**src/rtl/keypad_scan_matrix.sv**
```systemverilog
// keypad_scan_matrix
//   Debounced, full-matrix keypad scanner for the coin-charger front panel.
//   Waits for any row to go low, debounces the press, scans every column once,
//   accepts the press only if exactly one key is seen, then holds that column
//   driven while emitting auto-repeat pulses, and debounces the release.
//
// Ports
//   CLK                   scan clock
//   anti_shake_cnt_reset  asynchronous, active-high reset
//   row    [ROWS]         row sense, active-low, idle all-ones
//   col    [COLS]         column drive, active-low (all low while waiting)
//   key_code [CODE_W]     row_idx*COLS + col_idx of the last accepted key;
//                         all-ones means no key since reset
//   key_valid             one-cycle pulse on acceptance of a new key
//   key_repeat            one-cycle pulse per auto-repeat event
//   key_held              high while the accepted key stays pressed
//   multi_err             one-cycle pulse when a scan sees more than one key
//   idle                  high while waiting for / debouncing a press
module keypad_scan_matrix #(
  parameter int ROWS         = 4,
  parameter int COLS         = 4,
  parameter int CODE_W       = 4,
  parameter int DEBOUNCE     = 31,
  parameter int REPEAT_DELAY = 1525,
  parameter int REPEAT_RATE  = 305
) (
  input  logic              CLK,
  input  logic              anti_shake_cnt_reset,
  input  logic [ROWS-1:0]   row,
  output logic [COLS-1:0]   col,
  output logic [CODE_W-1:0] key_code,
  output logic              key_valid,
  output logic              key_repeat,
  output logic              key_held,
  output logic              multi_err,
  output logic              idle
);

  localparam int DB_W   = $clog2(DEBOUNCE + 1);
  localparam int PH_W   = $clog2(2 * COLS);
  localparam int RI_W   = $clog2(ROWS);
  localparam int CI_W   = $clog2(COLS);
  localparam int LOW_W  = $clog2(ROWS + 1);
  localparam int HITS_W = $clog2(ROWS * COLS + 1);
  localparam int HOLD_W = $clog2(REPEAT_DELAY + REPEAT_RATE + 1);

  localparam logic [DB_W-1:0]   DB_MAX     = DB_W'(DEBOUNCE);
  localparam logic [PH_W-1:0]   PH_LAST    = PH_W'(2 * COLS - 1);
  localparam logic [CI_W-1:0]   COL_TOP    = CI_W'(COLS - 1);
  localparam logic [HITS_W-1:0] HITS_ONE   = HITS_W'(1);
  localparam logic [LOW_W-1:0]  LOW_ONE    = LOW_W'(1);
  localparam logic [HOLD_W-1:0] HOLD_FIRST = HOLD_W'(REPEAT_DELAY);
  localparam logic [HOLD_W-1:0] HOLD_WRAP  = HOLD_W'(REPEAT_DELAY + REPEAT_RATE);

  typedef enum logic [2:0] {IDLE, PRESS_CHECK, SCAN, HOLD, FREE_CHECK} state_t;

  function automatic logic [LOW_W-1:0] count_low(input logic [ROWS-1:0] r);
    logic [LOW_W-1:0] n;
    n = '0;
    for (int i = 0; i < ROWS; i++)
      if (!r[i]) n = n + LOW_ONE;
    return n;
  endfunction

  // Index of the lowest-numbered low row bit; only meaningful when one is low.
  function automatic logic [RI_W-1:0] low_index(input logic [ROWS-1:0] r);
    logic [RI_W-1:0] idx;
    idx = '0;
    for (int i = ROWS - 1; i >= 0; i--)
      if (!r[i]) idx = RI_W'(i);
    return idx;
  endfunction

  state_t              state_q, state_d;
  logic [DB_W-1:0]     db_q, db_d, db_nxt;
  logic [PH_W-1:0]     ph_q, ph_d;
  logic [HITS_W-1:0]   hits_q, hits_d, total;
  logic [RI_W-1:0]     cap_row_q, cap_row_d, hold_row_q, hold_row_d, r_sel;
  logic [CI_W-1:0]     cap_col_q, cap_col_d, hold_col_q, hold_col_d, c_sel, scan_col;
  logic [HOLD_W-1:0]   hold_q, hold_d, hold_nxt;
  logic [LOW_W-1:0]    sample_low;
  logic [COLS-1:0]     col_d;
  logic [CODE_W-1:0]   code_d;
  logic                valid_d, repeat_d, merr_d, held_d, idle_d;

  assign sample_low = count_low(row);
  assign total      = hits_q + HITS_W'(sample_low);
  // Columns are scanned from COLS-1 down to 0, two phases (drive, sample) each.
  assign scan_col   = COL_TOP - ph_q[PH_W-1:1];
  assign db_nxt     = db_q + DB_W'(1);
  assign hold_nxt   = hold_q + HOLD_W'(1);

  always_comb begin
    // NOTE: every variable gets a default first so no path can infer a latch.
    state_d    = state_q;
    db_d       = db_q;
    ph_d       = ph_q;
    hits_d     = hits_q;
    cap_row_d  = cap_row_q;
    cap_col_d  = cap_col_q;
    hold_row_d = hold_row_q;
    hold_col_d = hold_col_q;
    hold_d     = hold_q;
    code_d     = key_code;
    valid_d    = 1'b0;
    repeat_d   = 1'b0;
    merr_d     = 1'b0;
    r_sel      = cap_row_q;
    c_sel      = cap_col_q;

    unique case (state_q)
      IDLE: begin
        if (!(&row)) begin
          state_d = PRESS_CHECK;
          db_d    = DB_W'(1);
        end
      end

      PRESS_CHECK: begin
        if (&row) begin
          state_d = IDLE;
          db_d    = '0;
        end else if (db_q == DB_MAX) begin
          state_d = SCAN;
          db_d    = '0;
          ph_d    = '0;
          hits_d  = '0;
        end else begin
          db_d = db_nxt;
        end
      end

      SCAN: begin
        ph_d = ph_q + PH_W'(1);
        if (ph_q[0]) begin
          hits_d = total;
          if (sample_low == LOW_ONE) begin
            cap_row_d = low_index(row);
            cap_col_d = scan_col;
          end
        end
        // The final sample is folded in combinationally so the verdict is
        // taken on the same edge that ends the scan.
        if (ph_q == PH_LAST) begin
          ph_d = '0;
          if (sample_low == LOW_ONE) begin
            r_sel = low_index(row);
            c_sel = scan_col;
          end
          if (total == HITS_ONE) begin
            state_d    = HOLD;
            hold_row_d = r_sel;
            hold_col_d = c_sel;
            hold_d     = '0;
            code_d     = CODE_W'(int'(r_sel) * COLS + int'(c_sel));
            valid_d    = 1'b1;
          end else if (total > HITS_ONE) begin
            state_d = FREE_CHECK;
            db_d    = '0;
            merr_d  = 1'b1;
          end else begin
            state_d = IDLE;
          end
        end
      end

      HOLD: begin
        if (row[hold_row_q]) begin
          state_d = FREE_CHECK;
          db_d    = '0;
        end else if (REPEAT_DELAY > 0) begin
          // After the first repeat the counter cycles between REPEAT_DELAY
          // and REPEAT_DELAY+REPEAT_RATE, so it never overflows on long holds.
          if (hold_nxt == HOLD_WRAP) begin
            hold_d   = HOLD_FIRST;
            repeat_d = 1'b1;
          end else begin
            hold_d   = hold_nxt;
            repeat_d = (hold_nxt == HOLD_FIRST);
          end
        end
      end

      FREE_CHECK: begin
        if (!(&row)) begin
          db_d = '0;
        end else if (db_nxt == DB_MAX) begin
          state_d = IDLE;
          db_d    = '0;
        end else begin
          db_d = db_nxt;
        end
      end

      default: state_d = IDLE;
    endcase

    // Outputs are registered, so they are derived from the next state.
    col_d = '0;
    if (state_d == SCAN)
      col_d = ~(COLS'(1) << (COL_TOP - ph_d[PH_W-1:1]));
    else if (state_d == HOLD)
      col_d = ~(COLS'(1) << hold_col_d);
    idle_d = (state_d == IDLE) || (state_d == PRESS_CHECK);
    held_d = (state_d == HOLD);
  end

  always_ff @(posedge CLK or posedge anti_shake_cnt_reset) begin
    if (anti_shake_cnt_reset) begin
      state_q    <= IDLE;
      db_q       <= '0;
      ph_q       <= '0;
      hits_q     <= '0;
      cap_row_q  <= '0;
      cap_col_q  <= '0;
      hold_row_q <= '0;
      hold_col_q <= '0;
      hold_q     <= '0;
      col        <= '0;
      key_code   <= '1;
      key_valid  <= 1'b0;
      key_repeat <= 1'b0;
      key_held   <= 1'b0;
      multi_err  <= 1'b0;
      idle       <= 1'b1;
    end else begin
      // NOTE: non-blocking assignments so every register updates from
      // pre-edge values regardless of statement order.
      state_q    <= state_d;
      db_q       <= db_d;
      ph_q       <= ph_d;
      hits_q     <= hits_d;
      cap_row_q  <= cap_row_d;
      cap_col_q  <= cap_col_d;
      hold_row_q <= hold_row_d;
      hold_col_q <= hold_col_d;
      hold_q     <= hold_d;
      col        <= col_d;
      key_code   <= code_d;
      key_valid  <= valid_d;
      key_repeat <= repeat_d;
      key_held   <= held_d;
      multi_err  <= merr_d;
      idle       <= idle_d;
    end
  end

endmodule

```
**config.mk**
```make
export PLATFORM = sky130hd
export DESIGN_NAME = keypad_scan_matrix
export DESIGN_NICKNAME = d
export VERILOG_FILES = /design/src/rtl/keypad_scan_matrix.sv
export SDC_FILE = /design/constraint.sdc
export NUM_CORES = 1
export LEC_CHECK = 0
export CAP_MARGIN = 20
export CORE_UTILIZATION = 60
export CTS_CLUSTER_SIZE = 16
export DETAILED_ROUTE_END_ITERATION = 8
export GPL_TIMING_DRIVEN = 1
export PLACE_DENSITY = 0.81
export SLEW_MARGIN = 25
export SYNTH_ARGS = -nofsm -noshare
export SYNTH_HDL_FRONTEND = slang
export SYNTH_SLANG_ARGS = --single-unit
```
**constraint.sdc**
```tcl
create_clock -name CLK -period 3.2 [get_ports CLK]
set_input_delay 0.48 -clock CLK [delete_from_list [all_inputs] [get_ports CLK]]
set_output_delay 0.48 -clock CLK [all_outputs]
set_load 0.01 [all_outputs]
```
Word-level counts from Yosys, hierarchy flattened
Cells that the tools add are included.
- logic and storage cells: 134
- input bits: 6
- flip-flop bits (word level): 48
- $lt $le $gt $ge: 2
- bitwise gates (word level): 2
- shift-type cells: 2
- reduce and logical (&&, ||, !) cells: 13
- add/subtract/negate cells: 10
- multiplexer cells: 64
- equal/unequal tests: 24
- operators with widths (kind ; count):
    $mux W5 ; 12
    $mux W3 ; 15
    $mux W11 ; 4
    $mux W2 ; 13
    $pmux W5 S5 ; 1
    $eq A11 B11 Y1 const B ; 2
    $pmux W11 S2 ; 1
    $ne A2 B2 Y1 const B ; 10
    $pmux W3 S5 ; 1
    $add A3 B1 Y3 const B ; 4
    $eq A3 B2 Y1 const B ; 4
    $mux W1 ; 12
    $reduce_and A4 Y1 ; 3
    $add A11 B1 Y11 const B ; 1
    $eq A5 B5 Y1 const B ; 2
    $pmux W5 S2 ; 1
    $eq A3 B1 Y1 const B ; 3
    $mux W4 ; 2
    $not A4 Y4 ; 2
    $shl A1 B2 Y4 const A ; 2
    $eq A3 B3 Y1 const B ; 2
    $logic_not A3 Y1 ; 2
    $pmux W3 S2 ; 1
    $reduce_and A3 Y1 ; 2
    other kinds (13) ; 15

Depth between registers and ports, before layout
- depth after elaboration: 18
- gate-level depth with buffers: 16

Worst setup path after synthesis
No wires, ideal clock.
- kind: input to register
- start: input row[0]
- end: register db_q[0]
- cell stages on the path: 11
- slack: -559 ps
- setup time: 125 ps
- arrival: 3634 ps
- cell sequence: inv_1 > ha_1 > xnor2_1 > ha_1 > mux2_2 > fa_1 > xor2_1 > or2_2 > o311a_1 > a211oi_4 > mux2_2
- longest elaborated chain between the ends: 11
- RTL lines (item ; line ; text):
    start: declaration ; 29 ; input logic [ROWS-1:0] row,
    $mux W1 ; 61 ; if (!r[i]) n = n + LOW_ONE;
    $add A3 B1 Y3 ; 61 ;
    $mux W3 ; 61 ;
    $add A3 B1 Y3 ; 61 ;
    $mux W3 ; 61 ;
    $add A3 B1 Y3 ; 61 ;
    $mux W3 ; 61 ;
    $add A5 B3 Y5 ; 87 ; assign total = hits_q + HITS_W'(sample_low);
    $gt A5 B1 Y1 / $eq A5 B1 Y1 (equally long branches) ; 157, 150 ;
    $ne A2 B2 Y1 (no source line) ; -- ;
    $reduce_and A6 Y1 (no source line) ; -- ;
    end signal: assignment ; 211 ; db_q <= '0;
    end signal: assignment ; 230 ; db_q <= db_d;
    end: declaration ; 75 ; logic [DB_W-1:0] db_q, db_d, db_nxt;
Several ways; a longest one is shown, not always the timed one. The select of a mux whose other input is x is not followed.
A chain may end at the register's enable or synchronous reset.

Worst setup path after layout
Ends and elaborated chain as after synthesis.

==> metrics.txt <==
final instance area 3750 um2; Synth area leader dfrtp_1; Post-synth top cells 43 x dfrtp_1, 26 x nor2_1, 23 x nand2_1, 22 x o21ai_0, 18 x inv_1; Worst Path Max Fanout 3; adder-cell share of the synthesized area roughly 7.6%; fin crit period around 3.2 ns; Die Wd 73.3 um; Synth Area in Simple Gates between 20% and 30%; CTS Sinks 48; #FFs+latches synth 48; WS Path Type in2reg; most frequent cell after synthesis dfrtp_1; GRT met3 Usage under 10%; synthesized area ~3000 um2; final setup fails 0; Post-Syn Instances about 320; final count of pins violating max slew 0; async set-reset flop share out of synthesis between 90% and 100%; normalized max-slew margin a little under half; f_max approximately 310 MHz; post-place instance area roughly 3500 um2; Critical Path Sink Type flip-flop; Ports 19; detailed-router iteration count before antenna repair 5; post-synthesis mux area share roughly 4.2%; GRT Max-Usage Layer met2; H-tree depth 2; Via-to-Cell Ratio ~6; PortBufs 18; row cnt 25; First DRT Iteration DRCs roughly 170; largest net degree at the start of global routing between 40 and 50; top post-synthesis cells by area dfrtp_1 35%, ha_1 7.0%, dfstp_2 4.3%; global-route wire length before repair 11.4 mm; unrepaired setup endpoints after global routing yes; GR Util met1 36.2%; Power per Cell Area roughly 470 nW/um2; layout cells sized above 1 23.4%; die area 5370 um2; worst path cell trace buf_8 -> buf_4 -> ha_2 -> mux2i_2 -> ha_4 -> mux2_4 -> fa_2 -> xor2_2 -> or2_4 -> o311a_4 -> a211oi_4 -> mux2_4; worst slew pin tran around 0.81 ns; Die H 73.3 um; final wirelength between 6 and 7 mm; initial antenna violation count 0; HPWL Detailed between 4 and 5 mm; startpoint types input pin; Crit path arrival time roughly 3.4 ns; Util after Layout 77.9%; Clock Path Buffers 2; fin nets about 390; Post-DRT Antenna Nets 0; Total GRT Usage 27.4%; P_leak 1.70 nW; Max Cap Viol 0; Area Overhead vs Synth 23.2%; synthesized area per cell 9.50 um2; EDFF count, synth 0; Worst EP required between 3 and 4 ns; DRC viols 0; CTS clk-pin slew, worst paths around 0.10 ns; Slowest cell on crit path fa_2; Overall Power ~0.0018 W; Std-Cell Core Area approximately 4800 um2; Synth Area in Compound Gates about 21%; period utilization between 90% and 100%; Antenna Cells 0; post-synthesis sequential area ratio 39.6%; status complete, no violations; Top FF cell, synth dfrtp_1; cts bufs inserted 5; CTS tree done; syn nets ~350; final hold violation count 0; Wirelength per Cell ~16 um; XOR/XNOR Fraction of Synth Area ~3.4%; post-synthesis cell type count between 60 and 70; main combinational cell family by area after synthesis compound AO/OA/AOI/OAI gates; grt total ovfl 0; Initial Util roughly 63%; RD Place Congestion 0.892; worst hold-check path type reg2reg; root buf cell clkbuf_8; highest ir drop seen on vdd ~0.0004 V; Synth top area share about a third; met2 track utilization from global routing 46.8%; via count around 2700; vias in the first global route around 2500; worst skew pair latency between 0.3 and 0.4 ns; delay of the slowest critical-path stage around 0.4 ns; most frequent CP cell mux2_4; Worst Skew 0.00845 ns; YS warnings 0
## stage by stage
| stage | cells | setup slack, ns | hold WS [ns] | TNS, ns |
|---|---|---|---|---|
| 3_5_place_dp | 422 | -0.749 | 0.479 | -20.09 |
| 6_report | 435 | 0.0195 | 0.498 | 0 |
| 5_1_grt | 435 | -0.0355 | 0.517 | -0.0419 |
| 3_3_place_gp | 422 | -0.672 | 0.464 | -17.10 |
| 4_1_cts | 432 | 0.00261 | 0.500 | 0 |
| 2_1_floorplan | 321 | -0.172 | 0.449 | -0.172 |
## what timing repair did
item | 4_1_cts | 5_1_grt
hold buffers | 0 | 0
resized for setup | 15 | 17
setup endpoints to repair | 33 | 16
buffers inserted | 2 | 3
pin swaps | 6 | 13
## final cells by class
class | count | area (um2)
clock inverter | 3 | 47.5
inverter | 18 | 72.6
tap | 67 | 83.8
sequential | 48 | 1210
fill | 345 | 1060
timing repair buffer | 50 | 419
clock buffer | 5 | 68.8
multi-input combinational | 244 | 1850
## worst max-delay path: cells and delay by family
| family | cells | cell delay (ns) |
|---|---|---|
| muxes | 3 | 0.82 |
| xor gates and xnor gates | 1 | 0.21 |
| buffers and inverters | 2 | 0.23 |
| AOI/OAI and AO/OA | 2 | 0.58 |
| adders and majority gates | 3 | 0.81 |
| and+or+nand+nor | 1 | 0.25 |
## layer usage
layer  wire [um]  up-vias
met3         336        8
met2        3440       97
met1        3020     1285
met5           0        -
met4          44        0
li1            -     1261
## kinds of logic (layout without fill, tap and decap cells)
family | Yosys count | count (layout)
AND/OR/NAND/NOR | 112 | 112
AO/OA/AOI/OAI | 91 | 91
flip-flops | 48 | 48
buffers and inverters | 29 | 76
adder cells (fa/ha/maj) | 18 | 18
XOR/XNOR | 12 | 12
multiplexers | 11 | 11
## path summary, 6_finish.rpt
path | from | endpoint | slack, ns | cells past startpoint
worst min register to register | key_code[0] | key_code[0] | 0.50 | 2
min in group asynchronous | anti_shake_cnt_reset | state_q[2] | 0.61 | 2
worst min-delay path | key_code[0] | key_code[0] | 0.50 | 2
max in group asynchronous | anti_shake_cnt_reset | db_q[1] | 2.09 | 2
worst max-delay path | row[0] | db_q[0] | 0.02 | 12
worst max register to register | hits_q[0] | db_q[0] | 0.69 | 7
## power by group
part	total [W]	switching (W)	internal [W]
logic	0.000549	0.000277	0.000272
clock network	0.000455	0.000219	0.000236
registers	0.000770	0.0000956	0.000674
total	0.00177	0.000592	0.00118
## state kept, by name, summed over array words and instances (netlist names)
register / count
key_repeat: 1
key_held: 1
key_valid: 1
db_q: 5
key_code: 4
hold_col_q: 2
hold_row_q: 2
idle: 1
cap_col_q: 2
hold_q: 11
ph_q: 3
multi_err: 1
state_q: 3
cap_row_q: 2
col: 4
hits_q: 5
## placed cells by master, fill, tap and decap left out, types with 6 or more instances in the layout
cell type / n
o31ai_1: 6
ha_1: 12
nand2b_1: 10
dfrtp_1: 43
xnor2_1: 6
buf_4: 31
o21ai_0: 22
nand2_1: 23
inv_1: 15
and3_1: 7
nor2_1: 24
a21oi_1: 14
nand3_1: 14
clkdlybuf4s50_1: 15
Power figures use the tool's default switching activity.
==> edit 1 (same flow settings) <==
Remove the register `col`: a continuous assignment takes its place, so the output `col` follows one clock earlier.
--- a/src/rtl/keypad_scan_matrix.sv
+++ b/src/rtl/keypad_scan_matrix.sv
@@ -218,3 +218,2 @@
       hold_q     <= '0;
-      col        <= '0;
       key_code   <= '1;
@@ -237,3 +236,2 @@
       hold_q     <= hold_d;
-      col        <= col_d;
       key_code   <= code_d;
@@ -247,2 +245,4 @@
 
+  assign col = col_d;
+
 endmodule
Check against the original RTL: same outputs for any inputs over 10 cycles, from zero or initial values and one cycle with anti_shake_cnt_reset high; that may be too few to reach the edited logic, so the function may still have changed.
==> edit 1 against the original RTL <==
The flow now finishes with violations (negative setup slack). Cell count is 8.0% higher. Clock power is 7.9% lower. Worst setup slack worse by 910 ps. Largest cell class unchanged. Design area is 5.7% higher. Total power is 3.6% higher. Critical path type is now in2out. Largest power group unchanged. Sequential cell count is 4 lower. Routed wire length is 16% higher. Area after synthesis is 2.5% lower. Count of clock-buffer cells in the layout is 2 higher.
==> edit 1: results (changes against the original RTL) <==
status - finished with violations
failing checks - negative setup slack
CTS max path bufs - 2 (unchanged)
largest cells by area after synthesis - dfrtp_1, ha_1, dfstp_2, nand2_1, o21ai_0
final hold slack - 494 ps (-4.57 ps)
DPL Wire Length - 5210 µm (+8.6%)
Worst path slowest cell - or3_4
Synthesized Nets - 357 (+3.5%)
biggest regs - hold_q (11), db_q (5), hits_q (5)
Root Buffer - clkbuf_8
Final GP Congestion - 0.922 (+3.3%)
placed inst area - 3620 µm² (+3.0%)
max FFs per register - 11 (unchanged)
critical path startpoint - row[0]
Slew headroom - 44.4% (-1.8 points)
Hold Crit Start - cap_row_q[0]
Max VDD drop - 0.319 mV (-22%)
drt wl/cell - 17.0 µm (+7.8%)
fill count - 284 (-18%)
Critical Path End - col[0]
top cells by count, synth - dfrtp_1, nand2_1, o21ai_0, nor2_1, a21oi_1
vias in the first global route - 2821 (+14%)
Final nets - 426 (+9.0%)
RR Startpoint - db_q[1]
IO Port Bufs - 18 (unchanged)
worst r2r path cells - 10 (+3)
fraction of registers with async set/reset - 100% (unchanged)
slowest cell delay on critical path - 360 ps (-30 ps)
CP max FO - 4 (+1)
crit path DAT - 3610 ps (+230 ps)
Seq/Total Area, Yosys - 37.3% (-2.4 points)
share of cells above drive strength 1 - 32.3% (+8.9 points)
first-pass GRT wire length - 13000 µm (+15%)
clock slew at reported path FFs - 80 ps (-20 ps)
initial antenna violation count - 0 (unchanged)
diode count - 0 (unchanged)
H-tree level count - 2 (unchanged)
Final Worst Setup Slack - -889 ps (-909 ps)
drt pass-1 iters - 5 (unchanged)
Clock Latency Late Sink - 300 ps
Leakage - 1.75 nW (+3.2%)
Final Skew - 9.97 ps (+1.52 ps)
RR Endpoint - db_q[2]
Worst path top cell family by delay - simple AND/OR/NAND/NOR gates
largest net degree at the start of global routing - 24 (-51%)
DRT iter0 DRCs - 230 (+36%)
register-to-register setup slack - 430 ps (-260 ps)
pre-CTS worst setup slack - -1870 ps (-1120 ps)
total track usage - 32.3% (+4.9 points)
Hold Crit Class - reg2reg
Distinct cells, synth - 61 (-1.6%)
Final setup viols - 5 (+5)
number of vias in the routed layout - 2940 (+11%)
## edit 1: repair_timing
| action | in CTS | in global routing |
|---|---|---|
| buffers inserted | 12 | 2 |
| pin swaps | 13 | 11 |
| endpoints found under the setup margin | 35 | 21 |
| hold endpoints to repair | 0 | 0 |
| resized for setup | 52 | 18 |
| gates cloned | 1 | 0 |
## edit 1: metal layers
layer / routed length, µm / GRT usage [%] / up-vias
li1: - / - / 1349
met5: 0 / 0 / -
met3: 386 / 5.28 / 39
met1: 3200 / 38.2 / 1419
met2: 4080 / 57.4 / 133
met4: 306 / 14.4 / 0
## edit 1: area by class of cell
class	instances	area [µm²]	area share, %
Clock inverter	1	30.0	0.757
Clock buffer	7	76.3	1.92
Multi-Input combinational cell	257	1960	49.3
Tap cell	67	83.8	2.11
Timing Repair Buffer	77	632	15.9
Inverter	17	83.8	2.11
Sequential cell	44	1110	27.9
## edit 1: logic make-up (layout without fill, tap and decap cells)
family	after synthesis	in the layout	synth area share, %
and+or+nand+nor	134	134	24.5
AOI/OAI and AO/OA	89	89	20.5
muxes	7	7	2.95
DFF	44	44	37.3
xor gates and xnor gates	9	9	2.65
buffers and inverters	32	102	4.29
adders and majority gates	18	18	7.83
## edit 1: power by group
group          total, mW  internal, mW  switching (mW)
logic              0.682         0.332           0.350
clock network      0.419         0.234           0.185
registers          0.737         0.636           0.101
total               1.84          1.20           0.637
## edit 1: worst min path at each step
stage                    end  depth (start not counted)
3_3_place_gp    cap_row_q[0]                          2
5_1_grt        hold_row_q[1]                          1
2_1_floorplan   cap_row_q[0]                          2
4_1_cts         cap_row_q[0]                          2
6_report        cap_row_q[0]                          2
3_5_place_dp    cap_row_q[0]                          2
## edit 1: stage by stage
step           std cells  setup TNS, ps
6_report             470          -3170
4_1_cts              468          -2820
2_1_floorplan        333          -2270
5_1_grt              470          -3860
3_5_place_dp         447         -33140
3_3_place_gp         447         -27990
## edit 1: worst register-to-register path, stage by stage, from the launching register on
cell	delay [ps]
dfrtp_1	410
ha_1	230
nand2_1	100
nor2_1	50
ha_1	320
inv_1	50
or4_1	520
and3_1	170
o21ai_0	430
nor3_1	90
a211o_1	290
==> edit 2 (same flow settings) <==
Made on the original files. Set the parameter `REPEAT_DELAY` to 762 (it was 1525).
--- a/src/rtl/keypad_scan_matrix.sv
+++ b/src/rtl/keypad_scan_matrix.sv
@@ -23,3 +23,3 @@
   parameter int DEBOUNCE     = 31,
-  parameter int REPEAT_DELAY = 1525,
+  parameter int REPEAT_DELAY = 762,
   parameter int REPEAT_RATE  = 305
Behaviour: same outputs for any inputs over 10 cycles, from zero or initial values and one cycle with anti_shake_cnt_reset high; that may be too few to reach the edited logic, so the function may still have changed.
==> edit 2 against the original RTL <==
Via count is 5.3% lower. Sequential cell count stayed put. First-iteration DRC count is 72% higher. Total power is 17% higher. Worst setup slack better by 11 ps. Die area is 4.6% lower. Area after synthesis is 4.7% lower. Routed wire length is 1.0% higher. Critical path depth is 3 higher. Register-to-register slack better by 80 ps. Count of clock-buffer cells in the layout is 2 higher. Design area is 3.6% lower. Clock skew is 0.59 ps lower.
==> edit 2: results (changes against the original RTL) <==
status - finished clean
H-tree level count - 2 (unchanged)
Final Skew - 7.85 ps (-0.591 ps)
fraction of registers with async set/reset - 100% (unchanged)
Distinct cells, synth - 59 (-4.8%)
total track usage - 28.3% (+0.84 points)
Synthesized Nets - 335 (-2.9%)
Clock Latency Late Sink - 310 ps (about the same)
fill count - 258 (-25%)
diode count - 0 (unchanged)
DPL Wire Length - 4480 µm (-6.6%)
Worst path slowest cell - fa_2
Max VDD drop - 0.372 mV (-9.4%)
largest cells by area after synthesis - dfrtp_1, ha_1, dfstp_2, nor2_1, nand2_1
vias in the first global route - 2429 (-1.7%)
initial antenna violation count - 0 (unchanged)
Via density - 6.09 (about the same)
DRT iter0 DRCs - 290 (+72%)
CTS max path bufs - 2 (unchanged)
crit path DAT - 3360 ps (-20 ps)
CP max FO - 4 (+1)
drt pass-1 iters - 7 (+2)
IO Port Bufs - 18 (unchanged)
share of cells above drive strength 1 - 24.7% (+1.4 points)
first-pass GRT wire length - 11200 µm (-1.9%)
largest net degree at the start of global routing - 49 (unchanged)
Synth Warn # - 0 (unchanged)
biggest regs - hold_q (11), db_q (5), hits_q (5)
Hold Crit Class - reg2reg
Leakage - 1.68 nW (-1.1%)
Worst path top cell family by delay - adder cells
Seq/Total Area, Yosys - 41.6% (+2.0 points)
Final nets - 382 (-2.3%)
Root Buffer - clkbuf_8
clock slew at reported path FFs - 80 ps (-20 ps)
hold depth - 2 (unchanged)
slowest cell delay on critical path - 590 ps (+200 ps)
worst slew pin tran - 799 ps (-7.95 ps)
top cells by count, synth - dfrtp_1, nor2_1, nand2_1, nand3_1, ha_1
worst r2r path cells - 9 (+2)
Final GP Congestion - 0.877 (-1.7%)
number of buffers created by CTS - 5 (unchanged)
drt wl/cell - 16.8 µm (+6.7%)
==> edit 2: cell types whose count changed after synthesis, sizes merged, moves of 4 or more <==
cell | unedited run | this run
nand3 | 14 | 20
o211ai | 1 | 11
o21ai | 24 | 20
nand2 | 23 | 28
clkbuf | 3 | 10
nand2b | 10 | 5
buf | 8 | 4
a211oi | 6 | 1
==> edit 2: path summary, 6_finish.rpt <==
check | to | startpoint | slack [ps]
hold / removal | key_code[1] | key_code[1] | 460
max in group asynchronous | col[1] | anti_shake_cnt_reset | 2110
setup reg to reg | db_q[0] | hits_q[0] | 770
setup / recovery | db_q[0] | row[0] | 30
min in group asynchronous | db_q[3] | anti_shake_cnt_reset | 610
hold reg to reg | key_code[1] | key_code[1] | 460
==> edit 2: worst min-delay path: stages, from the launching register on <==
cell and delay, ps:
dfstp_2 380, nand2_1 50, nand2_1 50
==> edit 2: cells by family after synthesis <==
group,Yosys count,synth area share (%)
buffers and inverters,32,5.13
adders and majority gates,17,7.58
and+or+nand+nor,119,20.8
xor gates and xnor gates,14,4.22
muxes,11,4.39
DFF,48,41.6
AOI/OAI and AO/OA,71,16.3
==> edit 2: stage by stage <==
step | std cells | util, % | worst slack, ps | instance area [µm²] | total power [mW]
2_1_floorplan | 312 | - | -8.31 | 2950 | 1.21
3_3_place_gp | 399 | 74.3 | -460 | 3340 | 1.38
3_5_place_dp | 399 | 74.3 | -522 | 3340 | 1.41
4_1_cts | 410 | 78.9 | 8.77 | 3560 | 1.96
5_1_grt | 412 | 80.4 | -58.0 | 3620 | 2.20
6_report | 412 | 80.4 | 30.3 | 3620 | 2.08
==> edit 2: report_power, final <==
| part | switching, mW | leakage, nW | internal, mW |
|---|---|---|---|
| Sequential | 0.114 | 0.617 | 0.710 |
| Combinational | 0.387 | 0.998 | 0.391 |
| Clock | 0.204 | 0.0645 | 0.276 |
| Total | 0.705 | 1.68 | 1.38 |
==> edit 2: final cells by class <==
class,instances,area (µm²),area share (%)
Inverter,18,76.3,2.11
Clock buffer,7,96.3,2.66
Tap cell,52,65.1,1.80
Multi-Input combinational cell,232,1700,47.0
Sequential cell,48,1210,33.4
Clock inverter,1,30.0,0.830
Timing Repair Buffer,54,443,12.2
==> edit 2: metal layers <==
| metal | track usage (%) | wire length, µm | vias up |
|---|---|---|---|
| met1 | 35.7 | 3010 | 1196 |
| met3 | 4.50 | 330 | 22 |
| li1 | - | - | 1196 |
| met2 | 47.5 | 3370 | 97 |
| met4 | 13.9 | 199 | 0 |
| met5 | 0 | 0 | - |
==> edit 2: repair_timing <==
item                                    in CTS  in global routing
resized for setup                           20                 14
hold buffers                                 0                  0
setup buffers                                3                  2
gates cloned                                 0                  0
pin swaps                                   10                  9
endpoints found under the setup margin      30                 25
